### src/rtl/rgb_pwm_driver.sv
// rgb_pwm_driver: boundary-aligned, slew-limited 3-channel PWM for an active-low RGB LED (in_valid/in_ready/in_rgb targets in; settled, period_start, RGB_R/G/B pins out)
module rgb_pwm_driver #(
  parameter int PWM_PERIOD = 1200,
  parameter int DUTY_W = 11,
  parameter int SLEW_DELTA = 1200
) (
  input  logic              clk,
  input  logic              rst,
  input  logic              in_valid,
  output logic              in_ready,
  input  logic [DUTY_W-1:0] in_r,
  input  logic [DUTY_W-1:0] in_g,
  input  logic [DUTY_W-1:0] in_b,
  output logic              settled,
  output logic              period_start,
  output logic              RGB_R,
  output logic              RGB_G,
  output logic              RGB_B
);
  localparam logic [DUTY_W-1:0] MAX = DUTY_W'(PWM_PERIOD);
  localparam logic [DUTY_W-1:0] LAST = DUTY_W'(PWM_PERIOD - 1);
  localparam logic [DUTY_W-1:0] SD = DUTY_W'(SLEW_DELTA >= PWM_PERIOD ? PWM_PERIOD : SLEW_DELTA);
  logic rst_q, pend_v, pend_v_n, boundary, accept;
  logic [DUTY_W-1:0] cnt, cnt_n;
  logic [2:0][DUTY_W-1:0] pend, tgt, app, in_c, tgt_n, app_n;
  assign boundary = !rst_q && cnt == LAST;
  assign in_ready = !rst_q && (!pend_v || boundary);
  assign accept = in_valid && in_ready;
  assign pend_v_n = accept || (pend_v && !boundary);
  assign cnt_n = rst_q || boundary ? '0 : cnt + 1'b1;
  always_comb begin
    in_c[0] = in_r > MAX ? MAX : in_r;
    in_c[1] = in_g > MAX ? MAX : in_g;
    in_c[2] = in_b > MAX ? MAX : in_b;
    tgt_n = boundary && pend_v ? pend : tgt;
    for (int c = 0; c < 3; c++)
      app_n[c] = !boundary ? app[c] :
                 tgt_n[c] >= app[c] ? (tgt_n[c] - app[c] <= SD ? tgt_n[c] : app[c] + SD) :
                                      (app[c] - tgt_n[c] <= SD ? tgt_n[c] : app[c] - SD);
  end
  always_ff @(posedge clk) begin
    rst_q <= rst;
    if (rst) begin
      cnt <= '0;
      pend_v <= 1'b0;
      pend <= '0;
      tgt <= '0;
      app <= '0;
      {RGB_B, RGB_G, RGB_R} <= 3'b111;
      settled <= 1'b1;
      period_start <= 1'b0;
    end else begin
      cnt <= cnt_n;
      period_start <= cnt_n == '0;
      pend_v <= pend_v_n;
      if (accept) pend <= in_c;
      tgt <= tgt_n;
      app <= app_n;
      RGB_R <= !(cnt < app[0]);
      RGB_G <= !(cnt < app[1]);
      RGB_B <= !(cnt < app[2]);
      settled <= tgt_n == app_n && !pend_v_n;
    end
  end
endmodule

### config.mk
export PLATFORM = sky130hd
export DESIGN_NAME = rgb_pwm_driver
export DESIGN_NICKNAME = d
export VERILOG_FILES = /design/src/rtl/rgb_pwm_driver.sv
export SDC_FILE = /design/constraint.sdc
export NUM_CORES = 1
export LEC_CHECK = 0
export CAP_MARGIN = 20
export CELL_PAD_IN_SITES_DETAIL_PLACEMENT = 1
export CELL_PAD_IN_SITES_GLOBAL_PLACEMENT = 2
export CORE_ASPECT_RATIO = 1.5
export CORE_MARGIN = 3
export CORE_UTILIZATION = 25
export DETAILED_ROUTE_END_ITERATION = 7
export PLACE_DENSITY_LB_ADDON = 0.1
export SLEW_MARGIN = 10
export SYNTH_ARGS = -nofsm -noshare
export SYNTH_HDL_FRONTEND = slang
export SYNTH_SLANG_ARGS = --single-unit
### constraint.sdc
create_clock -name clk -period 7.5 [get_ports clk]
set_input_delay 0.75 -clock clk [delete_from_list [all_inputs] [get_ports clk]]
set_output_delay 0.75 -clock clk [all_outputs]
set_load 0.01 [all_outputs]
Word level (Yosys, flattened, before mapping)
Index checks and enable logic that the tools add are counted.
{"block": "totals", "ff_bits": 117, "inputBits": 36, "output_inout_bits": 6, "elab_cells": 81}
{"block": "classes", "n_addsub": 13, "n_lt_le_gt_ge": 15, "n_eq_ne": 2, "mux": 17, "reduce_logical": 17}
{"op": "$mux W11", "count": 16}
{"op": "$le A11 B11 Y1 const B", "count": 6}
{"op": "$sub A11 B11 Y11", "count": 6}
{"op": "$add A11 B11 Y11 const B", "count": 3}
{"op": "$eq A33 B33 Y1", "count": 1}
{"op": "$ge A11 B11 Y1", "count": 3}
{"op": "$gt A11 B11 Y1 const B", "count": 3}
{"op": "$lt A11 B11 Y1", "count": 3}
{"op": "$mux W33", "count": 1}
{"op": "$sub A11 B11 Y11 const B", "count": 3}
{"op": "$add A11 B1 Y11 const B", "count": 1}
{"op": "$eq A11 B11 Y1 const B", "count": 1}
{"op": "$logic_not A11 Y1", "count": 1}
{"op": "$logic_not A1 Y1", "count": 7}
{"op": "$logic_and A1 B1 Y1", "count": 6}
{"op": "$logic_or A1 B1 Y1", "count": 3}

Depth between registers and ports, before layout
{"block": "logic_depth", "ltp_word": 11, "depth_mapped": 25}

Worst setup path after synthesis
No wires, ideal clock.
{"block": "synth_path", "path_kind": "register to register", "from": "register cnt[6]", "to": "register settled", "setup_ns": 0.060, "arrival_time_ns": 6.361, "required_time_ns": 7.440, "setup_slack_ns": 1.079, "stages_incl_launch_ff": 26, "path_buffers": 7, "synth_period_minus_slack_ns": 6.421, "cell_sequence": "dfxtp_1 buf_6 or4b_4 buf_6 nor4_4 buf_6 buf_4 buf_1 mux2i_1 inv_1 ha_1 clkbuf_1 and3_1 or4_1 o211ai_1 a2111oi_0 a211o_1 a32oi_2 nand2b_1 o211a_1 buf_2 a21oi_1 nand4b_1 or4_1 nor4b_2 a41o_1"}
{"block": "synth_between", "elab_chain_len": 11, "word_cells_on_any_way": 40}
{"element": "start: declaration", "line_no": "24", "text": "logic [DUTY_W-1:0] cnt, cnt_n;"}
{"element": "start signal: assignment", "line_no": "53", "text": "cnt <= cnt_n;"}
{"element": "$eq A11 B11 Y1 (*)", "line_no": "26", "text": "assign boundary = !rst_q && cnt == LAST;"}
{"element": "$logic_and A1 B1 Y1 (*)", "line_no": "26"}
{"element": "$logic_and A1 B1 Y1", "line_no": "35", "text": "tgt_n = boundary && pend_v ? pend : tgt;"}
{"element": "$mux W33", "line_no": "35"}
{"element": "$sub A11 B11 Y11, on equally long branches", "line_no": "39, 38"}
{"element": "$le A11 B11 Y1, on equally long branches", "line_no": "39, 38"}
{"element": "$mux W11, on equally long branches", "line_no": "39, 38"}
{"element": "$mux W11", "line_no": "38", "text": "tgt_n[c] >= app[c] ? (tgt_n[c] - app[c] <= SD ? tgt_n[c] : app[c] + SD) :"}
{"element": "$mux W11", "line_no": "37", "text": "app_n[c] = !boundary ? app[c] :"}
{"element": "$eq A33 B33 Y1", "line_no": "62", "text": "settled <= tgt_n == app_n && !pend_v_n;"}
{"element": "$logic_and A1 B1 Y1 (*)", "line_no": "62"}
{"element": "end signal: assignment", "line_no": "62"}
{"element": "end: declaration", "line_no": "14", "text": "output logic settled,"}
Every way passes the cells marked *; elsewhere a longest branch is shown, timed or not.
A chain may end at the register's enable or synchronous reset.

==> summary.txt <==
Status
  • Run status: complete, no violations

Timing
  • FMAX: 148 MHz
  • Slew at the pin closest to its max-slew limit: 847 ps
  • Final count of pins violating max slew: 0
  • Share of the cycle needed by the critical path after routing: 89.9%
  • Worst rel slew slack: 42.8%
  • Worst hold-check slack: 474 ps
  • Min setup slack post-route: 755 ps
  • Worst Skew: 15.7 ps
  • Period minus WS final: 6750 ps
  • Unrepaired setup endpoints after global routing: false
  • TNS Setup: 0 ps
  • Final setup violation count: 0
  • Number of hold-slack violations in the final timing report: 0

Logic synthesis
  • Ys flop type: dfxtp_1
  • Synth unique cells: 98
  • Area fraction in compound gates after synthesis: 28.0%
  • Synth Cell Area: 10,800 sq um
  • Flip-flop and latch count after synthesis: 117
  • YS warnings: 0
  • EDFF count, synth: 0
  • Mux cell area share after synthesis: 4.83%
  • Proportion of synthesized chip area in sequential cells: 21.6%
  • Share of the synthesized area in the top cell type: 21.6%
  • Mean post-synth cell area: 7.57 sq um
  • Gate Count Post-Synth: 1,431
  • Async set or reset register ratio after synthesis: 0%
  • Main combinational cell family by area after synthesis: compound AO/OA/AOI/OAI gates
  • Cell types occupying the most area after synthesis: dfxtp_1 (22%), ha_1 (9.1%), nor2_1 (4.9%), a21oi_1 (4.9%), xnor2_1 (4.7%)
  • Adder-cell area share of the yosys netlist: 9.13%
  • Cell accounting for the most synthesized area: dfxtp_1
  • Synthesized Nets: 1,546
  • Fraction of synthesized cell area in xor and xnor cells: 6.31%
  • Basic-gate share of the synthesized area counting and, or, nand and nor cells: 23.8%

Final layout
  • Multi-input combinational cell area: 7820 sq um
  • Register area: 2340 sq um
  • Layout cell share with drive strength beyond 1: 8.03%
  • Post-layout nets: 1,560
  • Layout Cells excl Fill: 2,021
  • Diode insertion count for antenna repair: 0
  • Area overhead of the layout relative to synthesis: 14.9%
  • Number of fill cells in the layout: 5,227

Placed design
  • HPWL reported at the end of detailed placement: 38,700 microns
  • Number of placed instances with taps included: 1,990
  • Total of buffers placed on input and output ports: 41
  • Last weighted congestion value of the routability-driven placer: 0.830
  • Post-Place Worst Slack: 790 ps

Clocking
  • Buffer levels on the longest clock path: 2
  • CTS Buf Count: 17
  • Clock tree from TritonCTS: yes
  • Count of hold buffers inserted by post-cts repair: 0
  • Clk pin slew, worst setup/hold paths: 70 ps
  • Number of H-tree branching levels: 4
  • CTS root buf: clkbuf_16
  • CTS sink cnt: 117
  • Setup bufs post-CTS: 0
  • Post-CTS resize count: 0
  • Later-pin clock latency in the skew report: 450 ps

Power and ir drop
  • Switching part of the total power: 27.1%
  • Leak pwr: 4.83 nW
  • Worst voltage drop across the vdd grid: 0.109 mV
  • Switching power: 433 uW
  • Gate power share: 5.2%
  • Proportion of power drawn by flip-flops and latches: 40.5%
  • Clock share of power: 54.3%
  • Internal power of the cells: 1.17 mW
  • Total power consumption of the routed design: 1.60 mW
  • PwrDens: 129 nW/um^2

Drt
  • Final wirelength: 48,200 microns
  • Initial DRC Count: 414
  • Detailed-route wire length per cell: 23.9 microns
  • Count of unresolved DRC violations after routing: 0
  • Vias after detailed routing: 10,900
  • Number of iterations in the first detailed-routing pass: 5
  • Number of nets still failing antenna checks after routing: 0
  • Vias per Instance: 5.38

Min path
  • Class of the worst hold path: reg -> reg

Global route
  • Pin count of the biggest net entering global routing: 56
  • Total congestion overflow: 0
  • Global-route wire length before repair: 72,400 microns
  • Number of antenna violations at the first check in global routing: 0
  • Aggregate global-route resource usage: 21.1%
  • Via count of the first global-routing pass: 11,500

Critical path
  • Cell seen most often among critical-path stages: o21ai_0
  • Crit-path max FO: 24
  • Critical path required time: 7880 ps
  • Critical path, cell by cell: or4b_4 > nor4_4 > buf_4 > mux2i_1 > inv_1 > ha_1 > a21oi_1 > o21ai_0 > or2_2 > o21a_1 > o22ai_1 > nand2_1 > a211oi_1 > or3b_2 > o21ai_0 > or4_1 > nor4b_2 > a41o_1
  • Sort of element at the start of the critical path: flip-flop
  • Worst endpoint data arrival time: 7130 ps
  • Cell with the biggest individual delay on the critical path: or4b_4
  • Type of the worst setup path: reg -> reg
  • Crit path largest cell delay: 700 ps
  • Critical path capture point type: flip-flop

Floorplanning
  • Placeable core region: 42,400 sq um
  • Height of the die: 261 microns
  • Std-Cell Rows: 92
  • Top-Level Pins: 42
  • Initial core utilization: 25.6%
  • Die Footprint: 45,900 sq um
  • Horizontal die dimension: 176 microns

Flow run
  • Maximum capacitance violations: 0
-- cells in the mapped netlist (all sizes together), types with 10 or more instances --
master / number
clkbuf: 55
nor3: 48
o22ai: 16
xor2: 20
inv: 88
nand2b: 21
o211ai: 21
nor2: 141
nor4: 16
o31ai: 10
nand3: 42
xnor2: 58
nand2: 122
a21oi: 107
a211oi: 37
a21o: 25
nand4: 16
mux2i: 44
o41ai: 12
or3: 13
nand3b: 14
dfxtp: 117
and2: 13
o21a: 11
ha: 79
nor2b: 16
and3: 15
buf: 23
o21ai: 62
a31oi: 23
-- metrics by stage --
step	cell area, sq um	util (%)
floorplan	10800	-
global placement	11900	28.0
detailed placement	11900	28.0
CTS	12400	29.4
global route	12400	29.4
finish	12400	29.4
-- critical path: cells and delay by family, from the launching register on --
family,cells,cell delay [ps]
adders and majority gates,1,430
buffers and inverters,2,680
DFF,1,530
AOI/OAI and AO/OA,7,1840
and+or+nand+nor,7,2640
muxes,1,530
-- cell usage in the layout (no fill, tap or decap), types with 23 or more instances in the layout --
cell type / count
mux2i_1: 43
inv_1: 87
a31oi_1: 23
nor2_1: 140
ha_1: 79
nand2_1: 122
clkdlybuf4s50_1: 40
nand3_1: 42
o21ai_0: 61
dfxtp_1: 117
a21o_1: 25
xnor2_1: 58
buf_4: 33
nor3_1: 48
a211oi_1: 33
a21oi_1: 105
-- area by class of cell --
type / count / area share [%]
multi-input cells: 1147 / 62.9
repair buffers: 73 / 5.21
clock inverters: 14 / 1.33
flip-flops and latches: 117 / 18.8
inverters: 89 / 2.69
well taps: 564 / 5.67
clock buffers: 17 / 3.42
-- routing by layer --
metal / track usage (%) / part of all wire [%] / routed length [microns] / vias to the layer above
met5: 0 / 0 / 0 / -
met4: 10.6 / 5.2 / 2500 / 0
met3: 2.31 / 1.6 / 767 / 76
met2: 41.6 / 55 / 26600 / 127
met1: 21.6 / 38 / 18400 / 5388
li1: - / - / - / 5284
-- state kept, by name (all words and copies together) (netlist names) --
signal and count:
settled 1, tgt 33, pend_v 1, RGB_G 1
RGB_B 1, period_start 1, RGB_R 1, cnt 11
app 33, rst_q 1, pend 33
-- worst paths after layout --
path	from	endpoint	slack, ps	cells past startpoint
setup / recovery	cnt[7]	settled	750	18
hold reg to reg	pend[30]	pend[30]	470	2
setup reg to reg	cnt[7]	settled	750	18
hold / removal	pend[30]	pend[30]	470	2
-- logic make-up (layout without fill, tap and decap cells) --
logic type,after synthesis,after routing
AOI/OAI and AO/OA,424,424
DFF,117,117
muxes,51,51
adders and majority gates,79,79
xor gates and xnor gates,78,78
buffers and inverters,167,193
and+or+nand+nor,515,515
-- power by group through the flow --
stage	combinational [mW]	clock, mW	sequential, mW
finish	0.0833	0.869	0.648
global route	0.0928	0.919	0.649
CTS	0.0853	0.896	0.649
detailed placement	0.0849	0	0.663
global placement	0.0848	0	0.663
floorplan	0.0440	0	0.651
(Power assumes the default switching activity.)
